File: config.mk
export PLATFORM = sky130hd
export DESIGN_NAME = ser_tx_negedge
export DESIGN_NICKNAME = d
export VERILOG_FILES = /design/src/rtl/ser_tx_pkg.sv /design/src/rtl/ser_tx_baud.sv /design/src/rtl/ser_tx_negedge.sv
export SDC_FILE = /design/constraint.sdc
export NUM_CORES = 1
export LEC_CHECK = 0
export BUFFER_PORTS_ARGS = -buffer_cell sky130_fd_sc_hd__clkbuf_2
export CAP_MARGIN = 20
export CORE_ASPECT_RATIO = 1.2
export CORE_MARGIN = 2
export CORE_UTILIZATION = 35
export DETAILED_ROUTE_END_ITERATION = 16
export HOLD_SLACK_MARGIN = 0.05
export PLACE_DENSITY = 0.58
export SLEW_MARGIN = 20
export SYNTH_ARGS = -nofsm -noshare
export SYNTH_HDL_FRONTEND = slang
export SYNTH_HIERARCHICAL = 1
export SYNTH_SLANG_ARGS = --single-unit
export TNS_END_PERCENT = 20
File: constraint.sdc
create_clock -name clk -period 1.9 [get_ports clk]
set_input_delay 0.095 -clock clk [delete_from_list [all_inputs] [get_ports clk]]
set_output_delay 0.095 -clock clk [all_outputs]
set_load 0.05 [all_outputs]
File: src/rtl/ser_tx_pkg.sv
// Shared types and helpers for the falling-edge serial transmitter.
package ser_tx_pkg;

  // Frame phases of the transmitter FSM.
  typedef enum logic [2:0] {
    ST_IDLE   = 3'd0,
    ST_START  = 3'd1,
    ST_DATA   = 3'd2,
    ST_PARITY = 3'd3,
    ST_STOP   = 3'd4
  } tx_state_t;

  // Counter width able to hold 0..n-1; never narrower than one bit.
  function automatic int cnt_width(input int n);
    return (n <= 2) ? 1 : $clog2(n);
  endfunction

  // Clock cycles occupied by one complete frame.
  function automatic int frame_cycles(input int data_w, input int div,
                                      input int parity_en, input int stop_bits);
    return (1 + data_w + parity_en + stop_bits) * div;
  endfunction

endpackage

File: src/rtl/ser_tx_baud.sv
// Bit-period divider: counts 0..DIV-1 on the falling edge and flags the last
// count. With DIV=1 the counter never leaves 0, so the tick is always high.
module ser_tx_baud
  import ser_tx_pkg::*;
#(
  parameter int DIV = 4
) (
  input  logic clk,
  input  logic reset,
  input  logic clr,
  output logic tick
);

  localparam int CW = cnt_width(DIV);

  logic [CW-1:0] r_cnt;
  logic [CW-1:0] w_cnt_next;

  assign tick = (r_cnt == CW'(DIV - 1));

  // Restart on clear (frame accept) or wrap after the last count.
  always_comb begin
    w_cnt_next = r_cnt + 1'b1;
    if (clr || tick) begin
      w_cnt_next = '0;
    end
  end

  // Divider register, falling edge with asynchronous clear.
  always_ff @(negedge clk or posedge reset) begin
    if (reset) begin
      r_cnt <= '0;
    end else begin
      r_cnt <= w_cnt_next;
    end
  end

endmodule

File: src/rtl/ser_tx_negedge.sv
// Framed serial transmitter (start, LSB-first data, optional even parity,
// stop bits). All state lives in falling-edge flops with asynchronous
// set/clear, so the idle-high line is a pure preset.
module ser_tx_negedge
  import ser_tx_pkg::*;
#(
  parameter int DATA_W    = 8,
  parameter int DIV       = 4,
  parameter int PARITY_EN = 0,
  parameter int STOP_BITS = 1
) (
  input  logic              clk,
  input  logic              reset,
  input  logic [DATA_W-1:0] data_in,
  input  logic              valid_in,
  output logic              ready_out,
  output logic              tx_out,
  output logic              busy
);

  localparam int BW = cnt_width(DATA_W);

  tx_state_t         r_state, w_state_next;
  logic [DATA_W-1:0] r_shift, w_shift_next;
  logic [DATA_W-1:0] w_shift_rsh;
  logic [BW-1:0]     r_bit_cnt, w_bit_cnt_next;
  logic              r_stop_cnt, w_stop_cnt_next;
  logic              r_parity, w_parity_next;
  logic              r_tx, w_tx_next;
  logic              r_ready, w_ready_next;
  logic              r_busy, w_busy_next;
  logic              w_accept;
  logic              w_tick;

  // Ready is only ever high in IDLE, so this is the whole accept condition.
  assign w_accept    = valid_in && r_ready;
  assign w_shift_rsh = r_shift >> 1;

  assign ready_out = r_ready;
  assign tx_out    = r_tx;
  assign busy      = r_busy;

  ser_tx_baud #(
    .DIV(DIV)
  ) u_baud (
    .clk  (clk),
    .reset(reset),
    .clr  (w_accept),
    .tick (w_tick)
  );

  // Next-state and next-output logic; every register holds unless changed.
  always_comb begin
    w_state_next    = r_state;
    w_shift_next    = r_shift;
    w_bit_cnt_next  = r_bit_cnt;
    w_stop_cnt_next = r_stop_cnt;
    w_parity_next   = r_parity;
    w_tx_next       = r_tx;
    w_ready_next    = r_ready;
    w_busy_next     = r_busy;
    case (r_state)
      ST_IDLE: begin
        if (w_accept) begin
          w_state_next  = ST_START;
          w_shift_next  = data_in;
          w_parity_next = ^data_in;
          w_tx_next     = 1'b0;
          w_ready_next  = 1'b0;
          w_busy_next   = 1'b1;
        end
      end
      ST_START: begin
        if (w_tick) begin
          w_state_next   = ST_DATA;
          w_bit_cnt_next = '0;
          w_tx_next      = r_shift[0];
        end
      end
      ST_DATA: begin
        if (w_tick) begin
          if (r_bit_cnt == BW'(DATA_W - 1)) begin
            w_bit_cnt_next = '0;
            if (PARITY_EN != 0) begin
              w_state_next = ST_PARITY;
              w_tx_next    = r_parity;
            end else begin
              w_state_next    = ST_STOP;
              w_stop_cnt_next = 1'b0;
              w_tx_next       = 1'b1;
            end
          end else begin
            w_bit_cnt_next = r_bit_cnt + 1'b1;
            w_shift_next   = w_shift_rsh;
            w_tx_next      = w_shift_rsh[0];
          end
        end
      end
      ST_PARITY: begin
        if (w_tick) begin
          w_state_next    = ST_STOP;
          w_stop_cnt_next = 1'b0;
          w_tx_next       = 1'b1;
        end
      end
      ST_STOP: begin
        if (w_tick) begin
          if (r_stop_cnt == 1'(STOP_BITS - 1)) begin
            // Ready rises here but cannot accept on this same edge,
            // which guarantees one idle-high cycle between frames.
            w_state_next    = ST_IDLE;
            w_stop_cnt_next = 1'b0;
            w_ready_next    = 1'b1;
            w_busy_next     = 1'b0;
          end else begin
            w_stop_cnt_next = r_stop_cnt + 1'b1;
          end
        end
      end
      default: begin
        w_state_next = ST_IDLE;
        w_tx_next    = 1'b1;
        w_ready_next = 1'b1;
        w_busy_next  = 1'b0;
      end
    endcase
  end

  // State and output registers: falling edge, asynchronous preset/clear.
  always_ff @(negedge clk or posedge reset) begin
    if (reset) begin
      r_state    <= ST_IDLE;
      r_shift    <= '0;
      r_bit_cnt  <= '0;
      r_stop_cnt <= 1'b0;
      r_parity   <= 1'b0;
      r_tx       <= 1'b1;
      r_ready    <= 1'b1;
      r_busy     <= 1'b0;
    end else begin
      r_state    <= w_state_next;
      r_shift    <= w_shift_next;
      r_bit_cnt  <= w_bit_cnt_next;
      r_stop_cnt <= w_stop_cnt_next;
      r_parity   <= w_parity_next;
      r_tx       <= w_tx_next;
      r_ready    <= w_ready_next;
      r_busy     <= w_busy_next;
    end
  end

endmodule

-- After elaboration in Yosys (flattened, before gate mapping)
Cells that the tools add are included.
- logic and storage cells: 76
- output and inout port bits: 3
- flip-flop bits (word level): 20
- bits of input ports: 11
- add/subtract/negate cells: 3
- reduce and logical (&&, ||, !) cells: 13
- mux-type cells: 36
- equal/unequal tests: 14
- bitwise gates (word level): 2
- operators with widths (operator ; count):
    3-bit two-way mux ; 10
    8-bit two-way mux ; 3
    8-bit case mux with 2 select lines ; 1
    1-bit two-way mux ; 15
    3-bit case mux with 5 select lines ; 1
    2-bit by 1-bit inequality test with 1-bit output, second input constant ; 5
    5-bit AND reduction ; 2
    1-bit case mux with 3 select lines ; 3
    4-bit AND reduction ; 2
    7-bit AND reduction ; 1
    3-bit by 2-bit == test with 1-bit output, second input constant ; 2
    3-bit == test, second input constant ; 2
    2-bit inequality test, second input constant ; 3
    3-bit case mux with 2 select lines ; 1
    1-bit case mux with 5 select lines ; 1
    2-bit nonzero test ; 2
    3-bit by 1-bit adder with 3-bit output, second input constant ; 1
    3-bit by 1-bit == test with 1-bit output, second input constant ; 1
    3-bit logical NOT ; 1
    3-bit AND reduction ; 1
    3-bit nonzero test ; 1
    3-bit OR reduction ; 1
    2-bit by 1-bit adder with 2-bit output, second input constant ; 1
    2-bit == test, second input constant ; 1
    other kinds (5) ; 6

-- Logic depth before layout (Yosys ltp)
Gate-level depths: netlist of the first run.
- depth after elaboration: 4
- depth in mapped cells: 5
- gate-level depth less buffers: 5

-- Cells and area by module
Netlist of the first run, hierarchy kept.
- modules (own cells, without submodules) (module ; instances ; area an instance (um^2) ; cells an instance ; seq. area each (um^2)):
    ser_tx_negedge ; 1 ; 1001.0 ; 92 ; 427.9
    ser_tx_baud ; 1 ; 88.8 ; 6 ; 50.0

==> results.py, run 1 <==
metrics = {
    "synthesis": {
        "synth.area.top_cells": "dfrtn_1 39%, mux2i_1 6.4%, nand2b_1 6.3%, a2bb2oi_1 5.6%, dfstp_2 4.8%",
        "ys_seq_area_frac": 0.439,
        "synth_mux_area_frac": 0.0746,
        "avgSynthCellArea_um2": 11.1,
        "synthCells": 98,
        "yosysMostFrequentCell": "dfrtn_1",
        "yosys.area.top_type": "dfrtn_1",
        "synth_top_cell_area_share": 0.390,
        "ys_seq_elements": 19,
        "syn_nets": 113,
        "netlist_area_um2": 1090,
        "synth_top_family_by_area": "simple AND/OR/NAND/NOR gates",
        "synthTopCellsByCount": "17 x dfrtn_1, 11 x nand2b_1, 7 x a2bb2oi_1, 7 x mux2i_1, 5 x inv_1",
        "synth_edf_count": 0,
        "synthFlopType": "dfrtn_1",
        "synth.distinct_cells": 33,
        "synth-xor-area-share": 0,
        "synthSimpleGateAreaFrac": 0.204,
        "ys_warn_count": 6,
        "async_flop_share": 1.00,
        "synth_compound_area_frac": 0.193,
        "synthAdderAreaFrac": 0.0459,
    },
    "cts": {
        "cts_made_buffers": 3,
        "ctsLongestPathBuffers": 2,
        "hold_buffers": 0,
        "insertion_delay_ps": 370,
        "h-tree-depth": 1,
        "root_buffer": "clkbuf_4",
        "clk_pin_slew_ps": 70,
        "tritoncts": "yes",
        "clock_sinks": 19,
    },
    "setup_path": {
        "crit_type": "flop to output port",
        "path_delay_family": "flip-flops",
        "slowest_stage": "dfstp_2",
        "cp_num_buf_inv": 1,
        "cp.required_ps": 1800,
        "end_kind": "output port",
        "cp-start-kind": "flop",
        "cp_slowest_stage_delay_ps": 550,
        "cp.arrival_ps": 2030,
        "cp_max_fo": 2,
        "cp_cell_sequence": "clkbuf_16",
    },
    "status": {
        "violations": "negative setup slack",
        "status": "complete, but fails checks",
    },
    "final_layout": {
        "fin_nets": 137,
        "drive_above_1_share": 0.322,
        "finish.utilization": 0.438,
        "antenna_cells": 0,
        "area_growth_pct": 21.7,
    },
    "sta": {
        "fin_tns_setup_ps": -463,
        "fin_worst_skew_ps": 77.5,
        "setup_slack_ps": -223,
        "final-hold-violation-count": 0,
        "rsz0062_at_grt": "true",
        "drv_slew": 0,
        "tightest_slew_ps": 724,
        "setup_viol": 3,
        "maxSlewHeadroom": 0.515,
    },
    "drt": {
        "drt_iter0_markers": 17,
        "finalWirelength_mm": 2.28,
        "vias_per_cell": 5.16,
        "vias": 810,
        "ant_nets": 0,
        "route.detailed.drc": 0,
        "first_pass_iters": 4,
        "wl_per_cell_um": 14.5,
    },
    "die": {
        "dieArea_um2": 3580,
        "num_rows": 22,
        "fp.dieH_um": 65.1,
        "coreArea_um2": 3030,
        "fp.dieW_um": 54.9,
        "io_pins": 14,
        "initial_core_util": 0.360,
    },
    "power": {
        "p_leak_uw": 0.000614,
        "ir_worst_vdd_v": 0.000472,
        "p_total_uw": 680,
        "p_per_area_nw_per_um2": 513,
    },
    "job": {
        "maxCapViolCount": 0,
    },
    "placement": {
        "place.port_buffers": 13,
        "place_hpwl_mm": 1.67,
        "gp_congestion": 0.772,
    },
    "min_path": {
        "min_path_type": "flop to flop",
    },
    "global_routing": {
        "grtUsageTotal": 0.148,
        "antenna_found_initial": 0,
        "overflow": 0,
        "grt_pass1_wl_mm": 3.86,
        "grt_start_max_net_pins": 18,
        "first_global_vias": 837,
    },
}
==> logic make-up (layout without fill, tap and decap cells) <==
family,after synthesis,in the layout
buffers and inverters,10,33
adder cells (fa/ha/maj),4,4
multiplexers,8,8
AND/OR/NAND/NOR,32,32
AO/OA/AOI/OAI,25,25
flip-flops,19,19
==> registers in the layout, summed over array words and instances (netlist names) <==
signal / cells
busy: 1
tx_out: 1
r_shift: 8
r_bit_cnt: 3
r_state: 3
u_baud/r_cnt: 2
ready_out: 1
==> layer usage <==
| layer | GRT usage | wire (µm) | share of wire | vias up |
|---|---|---|---|---|
| met5 | 0 | 0 | 0 | - |
| met4 | 0.0640 | 34 | 0.015 | 0 |
| met3 | 0.0205 | 71 | 0.031 | 4 |
| met2 | 0.232 | 1100 | 0.48 | 14 |
| met1 | 0.200 | 1070 | 0.47 | 395 |
| li1 | - | - | - | 397 |
==> per-stage QoR <==
stage               instances  instance area (µm²)  worst slack (ps)  hold slack [ps]
global route              157                 1330              -256              469
floorplan                  98                 1090               134              431
detailed placement        152                 1250             -34.9              438
CTS                       157                 1330              -238              455
global placement          152                 1250              8.06              424
finish                    157                 1330              -223              453
==> worst reg2reg max path, stage by stage (launching register included) <==
cell and delay, ps:
dfrtn_1 390, ha_1 240, ha_1 190, nand3b_2 220, a211oi_4 260, buf_4 190, a2bb2oi_1 180
==> layout by cell type, fill, tap and decap left out, drive strengths merged <==
cell type  count
a211oi         3
nor2b          3
nor3b          2
ha             4
a31oi          3
nand2b        11
o32ai          1
buf           11
mux2i          7
nand3b         3
mux2           1
nand2          4
o22a           1
a21o           1
o2bb2ai        4
a21oi          3
clkbuf        16
nor3           3
or3b           1
and2           1
o21ai          2
and2b          1
nor2           3
dfrtn         17
a2bb2oi        7
dfstp          2
inv            6
==> area by class of cell <==
type,count,area (µm²)
Fill cell,310,1700
Inverter,4,15.0
Multi-Input combinational cell,69,564
Sequential cell,19,478
Clock buffer,4,26.3
Timing Repair Buffer,23,190
Clock inverter,2,7.51
Tap cell,36,45.0
==> timing repair <==
item,4_1_cts,5_1_grt
endpoints found under the setup margin,3,3
gates cloned,0,0
resized for setup,8,1
setup buffers,0,0
==> worst paths after layout <==
kind,endpoint,cells past startpoint,slack (ps),from
hold reg to reg,u_baud/r_cnt[0],1,450,u_baud/r_cnt[0]
setup reg to reg,r_shift[5],6,260,r_bit_cnt[0]
hold / removal,u_baud/r_cnt[0],1,450,u_baud/r_cnt[0]
setup / recovery,tx_out,1,-220,tx_out
max in group asynchronous,r_shift[5],3,920,reset
min in group asynchronous,u_baud/r_cnt[1],2,480,reset
==> report_power, final <==
part / internal [µW] / switching [µW]
clock: 87.2 / 137
combinational: 19.5 / 17.1
sequential: 415 / 3.92
total: 521 / 158
Note: power is estimated with default switching activity, not from simulation.
==> run 2, diff against run 1 <==
--- a/config.mk
+++ b/config.mk
@@ -5,14 +5,14 @@
 export SDC_FILE = /design/constraint.sdc
 export NUM_CORES = 1
 export LEC_CHECK = 0
-export BUFFER_PORTS_ARGS = -buffer_cell sky130_fd_sc_hd__clkbuf_2
 export CAP_MARGIN = 20
 export CORE_ASPECT_RATIO = 1.2
 export CORE_MARGIN = 2
 export CORE_UTILIZATION = 35
 export DETAILED_ROUTE_END_ITERATION = 16
+export DONT_BUFFER_PORTS = 1
 export HOLD_SLACK_MARGIN = 0.05
-export PLACE_DENSITY = 0.58
+export PLACE_DENSITY = 0.54
 export SLEW_MARGIN = 20
 export SYNTH_ARGS = -nofsm -noshare
 export SYNTH_HDL_FRONTEND = slang
==> run 2 against run 1 <==
Effect of this change:
- the flow still finishes with violations (negative setup slack)
- flip-flop and latch count unchanged
- worst setup slack improved by 2.1 ps
- wire length fell by 13%
- sequential power about the same
- clock power is 2% higher
- hold slack got worse by 99 ps
- clock skew is 7.1 ps higher
- sequential share of layout area grew 4.2 points
- critical path type unchanged
- critical endpoint is now ready_out
- largest power group unchanged
==> results.py, run 2 (synthesis results as in run 1) <==
metrics = {
    "placement": {
        "dp.cells": 136,
        "gp_congestion": 0.703,
        "place_hpwl_mm": 1.46,
        "place.port_buffers": 0,
    },
    "power": {
        "swShare": 0.234,
        "p_sw_uw": 157,
        "comb_power_share": 0.036,
        "p_int_uw": 515,
        "p_leak_uw": 0.000528,
        "clock_power_share": 0.342,
        "ir_worst_vdd_v": 0.000387,
        "p_per_area_nw_per_um2": 561,
        "pwr-share-seq": 0.622,
    },
    "final_layout": {
        "final_common_cell": "dfrtn_1",
        "area_growth_pct": 9.87,
        "layout_common_cells": "17 x dfrtn_1, 11 x nand2b_1, 7 x mux2i_1, 7 x a2bb2oi_1, 7 x buf_4",
        "fin_nets": 121,
        "regMostFlops": "r_shift",
        "largest_reg_flops": 8,
        "regArea_um2": 482,
        "multiInputGateArea_um2": 564,
        "reg_top3": "r_shift (8), r_bit_cnt (3), r_state (3)",
        "finalNonFillerCells": 141,
        "fillers": 310,
        "antenna_cells": 0,
        "drive_above_1_share": 0.229,
    },
    "cts": {
        "hold_buffers": 0,
        "root_buffer": "clkbuf_4",
        "cts_made_buffers": 3,
        "h-tree-depth": 1,
        "cts_setup_buffers": 0,
        "clk_pin_slew_ps": 80,
        "clock_sinks": 19,
        "ctsLongestPathBuffers": 2,
        "insertion_delay_ps": 370,
        "tritoncts": "yes",
    },
    "setup_path": {
        "end_kind": "output port",
        "cp_max_fo": 5,
        "cp.required_ps": 1800,
        "cp-start-kind": "flop",
        "crit_type": "flop to output port",
        "cp.arrival_ps": 2030,
    },
    "global_routing": {
        "gr-usage-met3": 0.0136,
        "antenna_found_initial": 0,
        "grtUsageTotal": 0.129,
        "gr-usage-met1": 0.183,
        "grt-busiest-layer": "met2",
        "first_global_vias": 725,
        "use_met2": 0.193,
        "grt_start_max_net_pins": 18,
        "grt_pass1_wl_mm": 3.37,
        "overflow": 0,
    },
    "sta": {
        "maxSlewHeadroom": 0.528,
        "drv_slew": 0,
        "fin_tns_setup_ps": -591,
        "setup_viol": 3,
        "final-hold-violation-count": 0,
        "whs_ps": 353,
        "tightest_slew_ps": 705,
        "rsz0062_at_grt": "true",
        "setup_slack_ps": -221,
        "fin_worst_skew_ps": 84.5,
    },
    "die": {
        "dieArea_um2": 3580,
        "fp.dieH_um": 65.1,
        "coreArea_um2": 3030,
        "num_rows": 22,
        "initial_core_util": 0.360,
        "fp.dieW_um": 54.9,
        "io_pins": 14,
    },
    "status": {
        "status": "complete, but fails checks",
        "violations": "negative setup slack",
    },
    "drt": {
        "vias_per_cell": 5.16,
        "route.detailed.drc": 0,
        "drt_iter0_markers": 7,
        "finalWirelength_mm": 1.98,
        "first_pass_iters": 5,
        "ant_nets": 0,
        "vias": 727,
        "wl_per_cell_um": 14.0,
    },
    "min_path": {
        "min_path_type": "input port to async pin",
    },
    "job": {
        "maxCapViolCount": 0,
    },
}
run 2: cell count changes in the layout (fill, tap and decap cells not counted), sizes merged:
cell    delta
buf        -4
clkbuf    -13
clkinv     +1
run 2: power groups by stage:
stage	Combinational [µW]	Sequential (µW)	Clock, µW
after global placement	25.2	425	9.89
after global routing	28.8	419	267
after detailed placement	25.7	425	9.89
after CTS	25.7	418	244
final	24.4	418	230
after floorplan	19.9	424	9.89
run 2: metrics by stage:
step	area [µm²]	power, µW	worst slack (ps)	util
after floorplan	1090	454	134	-
after global placement	1160	460	142	0.383
after detailed placement	1160	461	132	0.383
after CTS	1200	688	-240	0.395
after global routing	1200	715	-282	0.395
final	1200	672	-221	0.395
run 2: final timing paths:
path / endpoint / slack, ps / cells after the start / start
setup reg to reg: r_shift[1] / 260 / 6 / r_bit_cnt[0]
setup / recovery: ready_out / -220 / 0 / ready_out
max in group asynchronous: r_shift[2] / 1010 / 2 / reset
min in group clk: r_shift[7] / 460 / 2 / r_shift[7]
hold reg to reg: r_shift[7] / 460 / 2 / r_shift[7]
hold / removal: u_baud/r_cnt[1] / 350 / 1 / reset
run 2: cell type report:
| type | count | share of cell area |
|---|---|---|
| Multi-Input combinational cell | 69 | 0.471 |
| Timing Repair Buffer | 7 | 0.0439 |
| Tap cell | 36 | 0.0376 |
| Inverter | 4 | 0.0125 |
| Clock buffer | 3 | 0.0188 |
| Clock inverter | 3 | 0.0136 |
| Sequential cell | 19 | 0.402 |
run 2: what timing repair did:
item	in CTS	in global routing
pin swaps	0	0
setup endpoints to repair	3	3
gates resized for setup	1	0
run 2: per-layer routing:
layer | wire length, µm | part of all wire
met1 | 918 | 0.46
met2 | 969 | 0.49
met3 | 73 | 0.037
met4 | 13 | 0.0066
met5 | 0 | 0
